==> config.mk <==
export PLATFORM = sky130hd
export DESIGN_NAME = npu_port_arbiter
export DESIGN_NICKNAME = d
export VERILOG_FILES = /design/src/rtl/npu_port_arbiter.sv
export SDC_FILE = /design/constraint.sdc
export NUM_CORES = 1
export LEC_CHECK = 0
export ABC_AREA = 0
export BUFFER_PORTS_ARGS = -buffer_cell sky130_fd_sc_hd__buf_2
export CAP_MARGIN = 25
export CORE_AREA = 8 8 100 102
export DETAILED_ROUTE_END_ITERATION = 6
export DIE_AREA = 0 0 108 110
export SKIP_CTS_REPAIR_TIMING = 1
export SYNTH_ARGS = -nofsm -noshare
export SYNTH_HDL_FRONTEND = slang
export SYNTH_SLANG_ARGS = --single-unit
==> constraint.sdc <==
create_clock -name clk_i -period 2.5 [get_ports clk_i]
set_input_delay 0.375 -clock clk_i [delete_from_list [all_inputs] [get_ports clk_i]]
set_output_delay 0.375 -clock clk_i [all_outputs]
set_load 0.05 [all_outputs]
==> src/rtl/npu_port_arbiter.sv <==
// ---------------------------------------------------------------------------
// npu_port_arbiter
//
// Shares the single NPU memory port between NumReq requesters (for example
// the CPU-side bus interface and a DMA engine). At most one access is granted
// per cycle using round-robin priority. A granted requester can hold the port
// across several accesses with a burst lock. Read data comes back from the NPU
// one cycle after the access and is flagged to the requester that issued it.
//
// Ports:
//   clk_i        clock, rising edge
//   rst_i        asynchronous active-high reset
//   req_i        per-requester access request, held until granted
//   lock_i       per-requester burst lock, sampled when that requester wins
//   wen_i        per-requester write enable (1 = write, 0 = read)
//   addr_i       packed addresses, requester k at [k*DWidth +: DWidth]
//   wdata_i      packed write data, same slicing as addr_i
//   gnt_o        one-hot grant (combinational); access accepted this cycle
//   rvalid_o     one-hot read-data-valid, one cycle after a read grant
//   rdata_o      read data, straight from npu_rdata_i
//   npu_cen_o    NPU chip enable
//   npu_wen_o    NPU write enable
//   npu_addr_o   NPU address
//   npu_wdata_o  NPU write data
//   npu_rdata_i  NPU read data, valid one cycle after a read access
// ---------------------------------------------------------------------------
module npu_port_arbiter #(
    parameter  int DWidth = 32,
    parameter  int NumReq = 2,
    localparam int IdxW   = $clog2(NumReq)
) (
    input  logic                     clk_i,
    input  logic                     rst_i,
    input  logic [NumReq-1:0]        req_i,
    input  logic [NumReq-1:0]        lock_i,
    input  logic [NumReq-1:0]        wen_i,
    input  logic [NumReq*DWidth-1:0] addr_i,
    input  logic [NumReq*DWidth-1:0] wdata_i,
    output logic [NumReq-1:0]        gnt_o,
    output logic [NumReq-1:0]        rvalid_o,
    output logic [DWidth-1:0]        rdata_o,
    output logic                     npu_cen_o,
    output logic                     npu_wen_o,
    output logic [DWidth-1:0]        npu_addr_o,
    output logic [DWidth-1:0]        npu_wdata_o,
    input  logic [DWidth-1:0]        npu_rdata_i
);

    logic [IdxW-1:0] ptr_q;
    logic            lock_q;
    logic [IdxW-1:0] owner_q;
    logic            rd_pend_q;
    logic [IdxW-1:0] rd_idx_q;

    logic            grant_valid;
    logic [IdxW-1:0] win_idx;

    // Adds an offset to a requester index and wraps it back into 0..NumReq-1.
    // Offsets never exceed NumReq-1, so a single subtraction is enough even
    // when NumReq is not a power of two.
    function automatic logic [IdxW-1:0] wrap_add(input logic [IdxW-1:0] base,
                                                 input int off);
        int sum;
        sum = int'(base) + off;
        if (sum >= NumReq) begin
            sum = sum - NumReq;
        end
        return IdxW'(sum);
    endfunction

    // Winner selection. A live burst lock pins the port to its owner; if the
    // owner has let go of its request the lock is ignored and the normal
    // round-robin scan runs. The scan walks from the highest offset down so
    // that the requester closest to ptr_q is the last, and winning, match.
    // Reset forces the grant off so nothing leaks onto the NPU port.
    always_comb begin
        grant_valid = 1'b0;
        win_idx     = '0;
        if (lock_q && req_i[owner_q]) begin
            grant_valid = 1'b1;
            win_idx     = owner_q;
        end else begin
            for (int i = NumReq - 1; i >= 0; i--) begin
                if (req_i[wrap_add(ptr_q, i)]) begin
                    grant_valid = 1'b1;
                    win_idx     = wrap_add(ptr_q, i);
                end
            end
        end
        if (rst_i) begin
            grant_valid = 1'b0;
        end
    end

    // Drive the NPU port and the grant vector from the winner. Everything is
    // held at zero when there is no grant so an idle port is clean.
    always_comb begin
        gnt_o       = '0;
        npu_cen_o   = 1'b0;
        npu_wen_o   = 1'b0;
        npu_addr_o  = '0;
        npu_wdata_o = '0;
        if (grant_valid) begin
            gnt_o[win_idx] = 1'b1;
            npu_cen_o      = 1'b1;
            npu_wen_o      = wen_i[win_idx];
            npu_addr_o     = addr_i[int'(win_idx)*DWidth +: DWidth];
            npu_wdata_o    = wdata_i[int'(win_idx)*DWidth +: DWidth];
        end
    end

    // Arbitration state. On a grant the priority pointer moves past the
    // winner, the lock is re-sampled from the winner, and a read is recorded
    // so its data can be flagged next cycle. On an idle cycle any read in
    // flight retires, and a lock whose owner has stopped requesting is
    // released. Reset drops a read in flight so it never produces rvalid.
    always_ff @(posedge clk_i or posedge rst_i) begin
        if (rst_i) begin
            ptr_q     <= '0;
            lock_q    <= 1'b0;
            owner_q   <= '0;
            rd_pend_q <= 1'b0;
            rd_idx_q  <= '0;
        end else if (grant_valid) begin
            ptr_q     <= wrap_add(win_idx, 1);
            lock_q    <= lock_i[win_idx];
            owner_q   <= win_idx;
            rd_pend_q <= ~wen_i[win_idx];
            rd_idx_q  <= win_idx;
        end else begin
            rd_pend_q <= 1'b0;
            if (!req_i[owner_q]) begin
                lock_q <= 1'b0;
            end
        end
    end

    // Read return. The valid bit is steered to the requester that issued the
    // read; the data itself is passed through untouched for every requester.
    always_comb begin
        rvalid_o           = '0;
        rvalid_o[rd_idx_q] = rd_pend_q;
        rdata_o            = npu_rdata_i;
    end

endmodule
==> impl_metrics.ini <==
[status]
outcome = finished, final reports clean

[final_layout]
fraction_of_layout_cells_with_a_size_suffix_above_1_pct = 70.0
antenna-diode-count = 0
area.growth.synth_to_final_pct = 73.0
layout_common_cells = sky130_fd_sc_hd__buf_2 (205), sky130_fd_sc_hd__a22o_1 (64), sky130_fd_sc_hd__inv_1 (4), sky130_fd_sc_hd__dfrtp_1 (4), sky130_fd_sc_hd__clkbuf_8 (3)
fillerInstances = 930
mostFrequentLayoutCell = sky130_fd_sc_hd__buf_2
final_net_count = 480

[yosys]
synth_area_per_cell_sq_um = 8.46
mappedNetlistNets = 315
seq_area_frac_synth_pct = 8.05
synth-async-reset-ratio_pct = 100
synth_top_area_share_pct = 45.1
netlist-cell-type-count = 25
syn_inst = 147
yosysTopAreaCell = sky130_fd_sc_hd__a22o_1
post_synth_edffs = 0
ys_warn_count = 0
post_synth_instance_area_sq_um = 1240
synth.area.top_cells = sky130_fd_sc_hd__a22o_1 (45%), sky130_fd_sc_hd__buf_4 (24%), sky130_fd_sc_hd__dfrtp_1 (8.0%)
ys.flop_type = sky130_fd_sc_hd__dfrtp_1
ys_seq_elements = 4

[worst_setup_path]
critPathLaunchType = register
setup.worst_path.end_class = output port
criticalPathCategory = reg -> out
cpPeakStageDelay_ns = 0.43
timing.critical_path.cells = mux2_4 > a211oi_4 > buf_12 > a22o_1 > buf_2
r2r_slack_ns = 1.01
crit_arrival_ns = 2.03
crit_path_top_delay_cell = sky130_fd_sc_hd__dfrtp_1
crit_family = compound AO/OA/AOI/OAI gates
required_time_worst_endpoint_ns = 2.12
cp_max_fo = 38
timing.critical_path.buf_inv = 2

[drt]
avg_vias_per_cell = 4.44
drc = 0
postRouteAntennaNets = 0
drt_first_iter_violations = 81
drt_first_pass_iters = 4
num_vias = 1856
detail_route.wl_per_cell_um = 16.6
route.final.wire_length_mm = 6.93

[cts]
clock_buffers_created_by_tritoncts = 3
cts.path.max_buffers = 2
clock-root-buffer = sky130_fd_sc_hd__clkbuf_8
clock_tree.htree_level_count = 1
clock_latency_ns = 0.21
cts_tree = yes
cts.reportedPaths.clkPinSlew_ns = 0.03
cts.sinks = 4

[job]
max_capacitance_violation_total = 0

[die]
io-pin-count = 270
placementRows = 34
floorplan.core_area_sq_um = 8470
start_util_pct = 14.7
die_height_um = 110
dieArea_sq_um = 11900
die_w_um = 108

[sta]
final_cycle_share_pct = 96.3
period_needed_ns = 2.41
max_slew_margin_vs_limit_pct = 70.5
max_slew.worst_pin.slew_ns = 0.431
final.setup.tns_ns = 0
slew_violations = 0
unrepaired_setup_endpoints_after_global_routing = false
hold_violations = 0
report.final.setup_viol = 0
skew_ns = 0.00268
worst_slack_ns = 0.0922
max_clock_freq_mhz = 415

[global_routing]
grt_first_pass_wirelength_mm = 9.55
total_global_routing_track_utilization_pct = 9.76
grt_start_max_net_pins = 42
first_global_vias = 1867
antenna_found_initial = 0
global_route.overflow_total = 0

[place]
dp_worst_setup_slack_ns = 0.246
place.detailed.hpwl_mm = 6.02
placer_congestion_estimate = 0.789
placement.io_buffers = 205

[power]
peakVddDrop_mv = 0.227
power.static_leakage_nw = 1.30
pwr_density_cell_nw_per_um2 = 464

[worst_hold_path]
min-delay-path-class = in -> async
## registers in the layout (all words and copies together), names as in the netlist
name and cells:
lock_q 1, owner_q 1, ptr_q 1, rd_pend_q 1
## synthesized netlist by cell type (3+ instances only)
cell type and instances:
sky130_fd_sc_hd__a22o_1 64, sky130_fd_sc_hd__buf_4 39, sky130_fd_sc_hd__buf_2 5, sky130_fd_sc_hd__dfrtp_1 4, sky130_fd_sc_hd__inv_1 4, sky130_fd_sc_hd__buf_6 3
## logic make-up after synthesis
family | share of synthesized area (%)
DFF | 8.05
AOI/OAI and AO/OA | 53.6
and+or+nand+nor | 4.53
muxes | 3.72
buffers and inverters | 30.1
## layer usage
| metal | track usage (%) | part of all wire (%) | vias to the layer above | wire length [um] |
|---|---|---|---|---|
| li1 | - | - | 875 | - |
| met1 | 9.85 | 35 | 851 | 2390 |
| met2 | 18.2 | 52 | 116 | 3620 |
| met3 | 3.20 | 12 | 14 | 828 |
| met4 | 3.77 | 1.3 | 0 | 91 |
| met5 | 0 | 0 | - | 0 |
## worst paths after layout
check,end,startpoint,depth (start not counted)
worst max-delay path,npu_wdata_o[3],owner_q,5
worst min-delay path,lock_q,rst_i,2
worst max register to register,owner_q,owner_q,4
worst min register to register,ptr_q,ptr_q,2
max in group asynchronous,owner_q,rst_i,2
min in group clk_i,rd_pend_q,wen_i[1],3
## final cells by class
class / instances / area [sq um] / share of cell area (%)
well taps: 108 / 135 / 6.28
flip-flops and latches: 4 / 100 / 4.65
inverters: 4 / 15.0 / 0.698
clock buffers: 3 / 41.3 / 1.92
multi-input cells: 90 / 785 / 36.5
repair buffers: 209 / 1080 / 50.0
## stage by stage
step | utilization, % | area [sq um] | hold WS (ns) | std cells | total power [W]
after CTS | 25.3 | 2140 | 0.192 | 418 | 0.00101
after global placement | 24.8 | 2100 | 0.407 | 415 | 0.000863
after floorplan | - | 1240 | 0.356 | 147 | 0.000776
after global routing | 25.4 | 2150 | 0.213 | 418 | 0.00105
after detailed placement | 24.8 | 2100 | 0.421 | 415 | 0.000870
final | 25.4 | 2150 | 0.191 | 418 | 0.000998
## power by group
part           internal, W   total, W  switching (W)
combinational     0.000245   0.000779       0.000534
clock             0.000102   0.000133      0.0000306
sequential       0.0000747  0.0000857      0.0000110
No activity file was read; power rests on OpenSTA's default activity.
